==> config.mk <==
export PLATFORM = sky130hd
export DESIGN_NAME = p2s_tx
export DESIGN_NICKNAME = d
export VERILOG_FILES = /design/src/rtl/p2s_tx.sv
export SDC_FILE = /design/constraint.sdc
export NUM_CORES = 1
export LEC_CHECK = 0
export ABC_AREA = 1
export CORE_MARGIN = 2
export CORE_UTILIZATION = 45
export DETAILED_ROUTE_END_ITERATION = 8
export PLACE_DENSITY = 0.7
export SYNTH_ARGS = -nofsm -noshare
export SYNTH_HDL_FRONTEND = slang
export SYNTH_SLANG_ARGS = --single-unit
export TNS_END_PERCENT = 10
==> constraint.sdc <==
create_clock -name clk -period 1.7 [get_ports clk]
set_input_delay 0.255 -clock clk [delete_from_list [all_inputs] [get_ports clk]]
set_output_delay 0.255 -clock clk [all_outputs]
set_load 0.01 [all_outputs]
==> src/rtl/p2s_tx.sv <==
// Parallel-to-serial transmitter: accepts a word on valid/ready and shifts it out
// one bit per clock with a valid strobe, a last-bit marker and a programmable idle gap.
module p2s_tx #(
    parameter int DATA_W     = 8,
    parameter int GAP_CYCLES = 1,
    parameter int MSB_FIRST  = 0
) (
    input  logic              clk,
    input  logic              reset,
    input  logic [DATA_W-1:0] data_i,
    input  logic              valid_i,
    output logic              ready_o,
    output logic              sout_o,
    output logic              sout_valid_o,
    output logic              last_o,
    output logic              busy_o
);

    localparam int              CNT_W      = (DATA_W > 1) ? $clog2(DATA_W) : 1;
    localparam logic [CNT_W-1:0] BIT_LAST  = CNT_W'(DATA_W - 1);
    localparam logic [CNT_W-1:0] BIT_PENULT = CNT_W'(DATA_W - 2);
    localparam logic [3:0]      GAP_LAST   = (GAP_CYCLES > 0) ? 4'(GAP_CYCLES - 1) : 4'd0;

    typedef enum logic [1:0] {
        IDLE,
        SHIFT,
        GAP
    } state_t;

    state_t             state;
    logic [DATA_W-1:0]  sreg;
    logic [CNT_W-1:0]   bit_cnt;
    logic [3:0]         gap_cnt;

    // The bit that goes on the line next, and the register after removing it.
    function automatic logic head(input logic [DATA_W-1:0] w);
        return (MSB_FIRST != 0) ? w[DATA_W-1] : w[0];
    endfunction

    function automatic logic [DATA_W-1:0] advance(input logic [DATA_W-1:0] w);
        return (MSB_FIRST != 0) ? (w << 1) : (w >> 1);
    endfunction

    assign ready_o = (state == IDLE) && !reset;

    // NOTE: all state and registered outputs use non-blocking assignments so every
    // flop samples pre-edge values, independent of statement order.
    always_ff @(posedge clk) begin
        if (reset) begin
            state        <= IDLE;
            sreg         <= '0;
            bit_cnt      <= '0;
            gap_cnt      <= '0;
            sout_o       <= 1'b0;
            sout_valid_o <= 1'b0;
            last_o       <= 1'b0;
            busy_o       <= 1'b0;
        end else begin
            case (state)
                IDLE: begin
                    if (valid_i) begin
                        // First bit is driven straight from data_i; sreg keeps the rest.
                        state        <= SHIFT;
                        sout_o       <= head(data_i);
                        sreg         <= advance(data_i);
                        bit_cnt      <= '0;
                        sout_valid_o <= 1'b1;
                        last_o       <= 1'b0;
                        busy_o       <= 1'b1;
                    end
                end

                SHIFT: begin
                    if (bit_cnt == BIT_LAST) begin
                        sout_o       <= 1'b0;
                        sout_valid_o <= 1'b0;
                        last_o       <= 1'b0;
                        sreg         <= '0;
                        bit_cnt      <= '0;
                        gap_cnt      <= '0;
                        if (GAP_CYCLES > 0) begin
                            state  <= GAP;
                            busy_o <= 1'b1;
                        end else begin
                            state  <= IDLE;
                            busy_o <= 1'b0;
                        end
                    end else begin
                        bit_cnt <= bit_cnt + 1'b1;
                        sout_o  <= head(sreg);
                        sreg    <= advance(sreg);
                        last_o  <= (bit_cnt == BIT_PENULT);
                    end
                end

                GAP: begin
                    if (gap_cnt == GAP_LAST) begin
                        state   <= IDLE;
                        busy_o  <= 1'b0;
                        gap_cnt <= '0;
                    end else begin
                        gap_cnt <= gap_cnt + 1'b1;
                    end
                end

                default: begin
                    state        <= IDLE;
                    sout_o       <= 1'b0;
                    sout_valid_o <= 1'b0;
                    last_o       <= 1'b0;
                    busy_o       <= 1'b0;
                end
            endcase
        end
    end

endmodule
Yosys cells after proc, flatten, opt, wreduce, memory -nomap -nowiden
Index checks and enable logic that the tools add are counted.

word-level totals
  input port bits = 11
  output and inout bits = 5
  flip-flop bits (word level) = 21
  latch bits = 0
  memory bits (read-only) = 0
  bits in writable memories = 0
  memories kept = 0

operators by class
  $mul = 0
  order comparisons = 0
  equal/unequal tests = 7
  shift operators = 0
  div/mod/pow operators = 0
  add/subtract/negate cells = 2
  reductions and logical operators = 11
  multiplexer cells = 25
  bitwise gates (word level) = 1

operator list
  kind                                                             number
  8-bit one-hot mux with 2 select lines                            1
  1-bit one-hot mux with 3 select lines                            4
  1-bit 2-to-1 mux                                                 8
  4-bit 2-to-1 mux                                                 2
  8-bit 2-to-1 mux                                                 1
  4-bit one-hot mux with 2 select lines                            1
  7-bit 2-to-1 mux                                                 1
  3-bit == test, second input constant                             2
  2-bit 2-to-1 mux                                                 3
  3-bit 2-to-1 mux                                                 2
  2-bit inequality test, second input constant                     3
  2-bit one-hot mux with 3 select lines                            1
  3-bit one-hot mux with 2 select lines                            1
  2-bit AND reduction                                              3
  3-bit AND reduction                                              2
  4-bit by 1-bit adder with 4-bit output, second input constant    1
  4-bit zero test                                                  1
  2-bit nonzero test                                               2
  3-bit by 1-bit adder with 3-bit output, second input constant    1
  2-bit by 1-bit == test with 1-bit output, second input constant  1
  2-bit == test, second input constant                             1
  2-bit zero test                                                  1
  1-bit logical AND                                                1
  1-bit zero test                                                  1
  1-bit NOT                                                        1

Depth between registers and ports, before layout
  word-level depth = 3
  gate-level depth with buffers = 7
  mapped depth without buffers = 7

Worst setup path before layout
OpenSTA, ideal clock, no wires.

  path type = reg2reg
  start point = register bit_cnt[0]
  end point = register sout_o
  slack = 0.489 ns
  data arrival time = 1.140 ns
  stages on the path, launching flop included = 8
  required time = 1.630 ns
  clock period less this slack = 1.211 ns
  cell sequence = dfxtp_1 > ha_1 > ha_1 > nor2_4 > nand2_1 > nand2_1 > nand2_1 > a21oi_1

on the way
  cells in the longest elaborated chain, start to end = 3

RTL lines
  element                                line  text
  from (decl)                            32    logic [CNT_W-1:0] bit_cnt;
  from (signal assigned)                 89    bit_cnt <= bit_cnt + 1'b1;
  3-bit == test                          74    if (bit_cnt == BIT_LAST) begin
  1-bit 2-to-1 mux                       74
  1-bit one-hot mux with 3 select lines  59    case (state)
  to (signal assigned)                   64    sout_o <= head(data_i);
  to (signal assigned)                   90    sout_o <= head(sreg);
  to (decl)                              13    output logic sout_o,

Every way passes these cells.
A chain may end at the register's enable or synchronous reset.

Worst setup path in the final report
  start point = register sout_o
  end point = output sout_o

No word-level cell between the ends.

==> results <==
- At the end of the flow, the number of nets in the layout was approximately 160.
- The number of buffers inserted by post-CTS setup repair is 0.
- The starting DRC count in detailed routing is 18.
- Gates resized during post-CTS repair numbered 1.
- The tree is rooted in a clkbuf_4.
- The count of clock tree sinks is 20.
- In the routed design, unresolved DRC markers number 0.
- The top cell type's share of synthesized area is 0.430.
- The repair_antennas step left the layout with diodes totalling 0.
- The worst path in the final design needs a cycle of 1.46 ns, including I/O delays and setup.
- The highest net fanout along the worst path is 2.
- The via count of the first global-routing pass is 730.
- The completed layout was analyzed and its total power is 0.00104 W.
- The die covers 2450 um2.
- The signal arrival time at the worst endpoint is approximately 1.2 ns.
- The run finished with clean final reports.
- The post-route worst hold slack is 0.464 ns.
- The clock input transition at the sequential cells of the worst setup and hold paths is about 0.13 ns.
- The register cell area after layout is 400 um2.
- The leading area contributor after synthesis is dfxtp_1.
- The Yosys step of the flow raised 0 warnings.
- The routability congestion estimate from global placement is 0.787.
- The area added between synthesis and finish is 24.4%.
- The number of buffers and inverters on the critical path is 1.
- The worst setup path is captured at an output pin.
- The maximum clock rate is 0.686 GHz.
- Across every metal layer, demand over resource in global routing totals 0.159.
- For this run, the register share of the synthesized area comes to 0.430.
- Setup slack closes at 0.243 ns.
- The H-tree depth is 1.
- The initial utilization of the core area, before any placement, comes to 0.475.
- The critical path required time is 1.44 ns.
- Synthesis inferred 20 register bits.
- Across the run, the number of max-cap violations was 0.
- Across the VDD grid, the largest voltage drop is approximately 510 uV.
- For the pin with the worst max-slew slack, the measured transition is approximately 0.26 ns.
- The portion of the clock cycle consumed by the worst path in the final layout is 0.857.
- The overall die width is between 40 and 50 um.
- Setup repair after global routing left no endpoint under its margin.
- The standard-cell row count is 16.
- The detailed-route wire length is roughly 1.9 mm.
- The total congestion overflow is 0.
- The number of fill cells in the layout is ~200.
- After detailed routing, the average wire length per cell comes to 11.5 um.
- The number of pins exceeding their max-slew limit in the final report is 0.
- The ratio of cells with drive above 1 in the final layout is 0.0942.
- The summed instance area of the synthesized netlist is just over 900 um2.
- The number of nets handed over by synthesis was around 140.
- The cell count after synthesis came out at 120.
- In the final layout, the multi-input gates occupy 472 um2.
- The number of vias per cell is approximately 5.
- The y dimension of the die is approximately 50 um.
- The post-synthesis cell type count is 18.
- The number of port buffers is 15.
- The total CTS buffers is 3.
- Entering global routing, the biggest net connects 14 pins.
- Adding up every negative setup slack in the final design gives 0 ns.
- On the worst path, the slowest cell contributes a delay of 0.53 ns.
- The clock tree skew after final layout is just under 0.01 ns.
- Ranked by total cell area, the synthesized netlist is headed by dfxtp_1 43%, a21oi_1 11%, nand2_1 10%.
- The TritonCTS clock tree is built.
- STA classifies the critical path startpoint as a register.
- The mean cell area of the mapped netlist is 7.77 um2.
- The type of the most critical hold path is register to register.
- The number of top-level pins is 16.
- The area of placed instances is about 1100 um2.
- The count of nets left with antenna violations once routing finished came out at 0.
- The setup slack after placement is 0.0348 ns.
- The final route contains 828 vias.
- The number of antenna violations at the first check in global routing is 0.
- The worst pin sits at a relative slew slack of 0.824.
- The first detailed-routing pass ran for 4 iterations.
- The final number of setup-violating endpoints is 0.
- The total area inside the core boundary comes to just under 2000 um2.
- The power density over cell area is between 800 and 900 nW/um2.
- Once detailed placement completed, the half-perimeter wirelength came to around 1.4 mm.
- In this run, post-CTS hold repair placed 0 buffers.
- The first global-routing pass estimated roughly 3.0 mm of wire.
- The cell leakage power is approximately 0.47 nW.
- By startpoint and endpoint, the worst setup path is classified as register to output pin.
- With fillers left out, the area of the finished cells amounts to around 1200 um2.
- The cell type of the slowest stage on the worst timing path is clkdlybuf4s50_1.
- For the worst-skew pair, the clock arrives at the later sink with an insertion delay of 0.31 ns.
- The cell type group with the largest total delay on the critical path is buffers and inverters.
- The clock passes through at most 2 buffers.
- The critical path goes through clkdlybuf4s50_1.
- The number of failing hold endpoints at the final stage came to 0.
synthesized netlist by cell type:
master	instances
nand2_2	1
nor2_2	1
nand2_1	26
nor2_4	1
o21ai_0	6
nand3_1	9
dfxtp_1	20
nor2_1	6
inv_1	11
ha_1	5
inv_2	1
a21oi_1	20
nor3_1	1
buf_6	1
clkbuf_1	1
or2_2	1
nand2_4	3
a22oi_1	6
report_power, final:
part	internal, W	switching [W]	total (W)
clock	0.000238	0.000156	0.000395
combinational	0.0000661	0.0000721	0.000138
sequential	0.000494	0.0000150	0.000509
path summary, 6_finish.rpt:
path	startpoint	to	slack, ns	depth (start not counted)
worst max-delay path	sout_o	sout_o	0.24	1
worst min-delay path	sout_valid_o	sout_valid_o	0.46	2
worst max register to register	bit_cnt[0]	sout_o	0.34	7
worst min register to register	sout_valid_o	sout_valid_o	0.46	2
metrics by stage:
stage	std cells	util
detailed placement	161	0.565
CTS	165	0.591
floorplan	120	-
global placement	161	0.565
finish	165	0.591
global route	165	0.591
kinds of logic after synthesis:
| kind of cell | share of synthesized area |
|---|---|
| AND/OR/NAND/NOR | 0.251 |
| AO/OA/AOI/OAI | 0.188 |
| flip-flops | 0.430 |
| buffers and inverters | 0.0644 |
| adder cells (fa/ha/maj) | 0.0671 |
metal layers:
layer	track usage	up-vias	routed length [um]
met5	0	-	0
met1	0.202	376	933
met3	0.0273	2	61
met2	0.264	13	888
met4	0.0694	0	10
li1	-	437	-
flip-flops by register name, summed over array words and instances, names as in the netlist:
register      count
gap_cnt           4
state             2
sreg              7
busy_o            1
last_o            1
sout_valid_o      1
sout_o            1
bit_cnt           3
cells in the final DEF, fill, tap and decap left out, types with 3 or more instances in the layout:
master / instances
a21oi_1: 20
a22oi_1: 6
clkbuf_4: 3
clkdlybuf4s50_1: 14
dfxtp_1: 20
ha_1: 5
inv_1: 11
nand2_1: 26
nand2_4: 3
nand3_1: 9
nor2_1: 6
o21ai_0: 6
cell type report:
| type | count | area share |
|---|---|---|
| inverter | 12 | 0.0388 |
| clock buffer | 3 | 0.0194 |
| clock inverter | 1 | 0.0259 |
| sequential | 20 | 0.345 |
| timing repair buffer | 16 | 0.135 |
| multi-input combinational | 86 | 0.407 |
| tap | 27 | 0.0291 |
(Power assumes the default switching activity.)
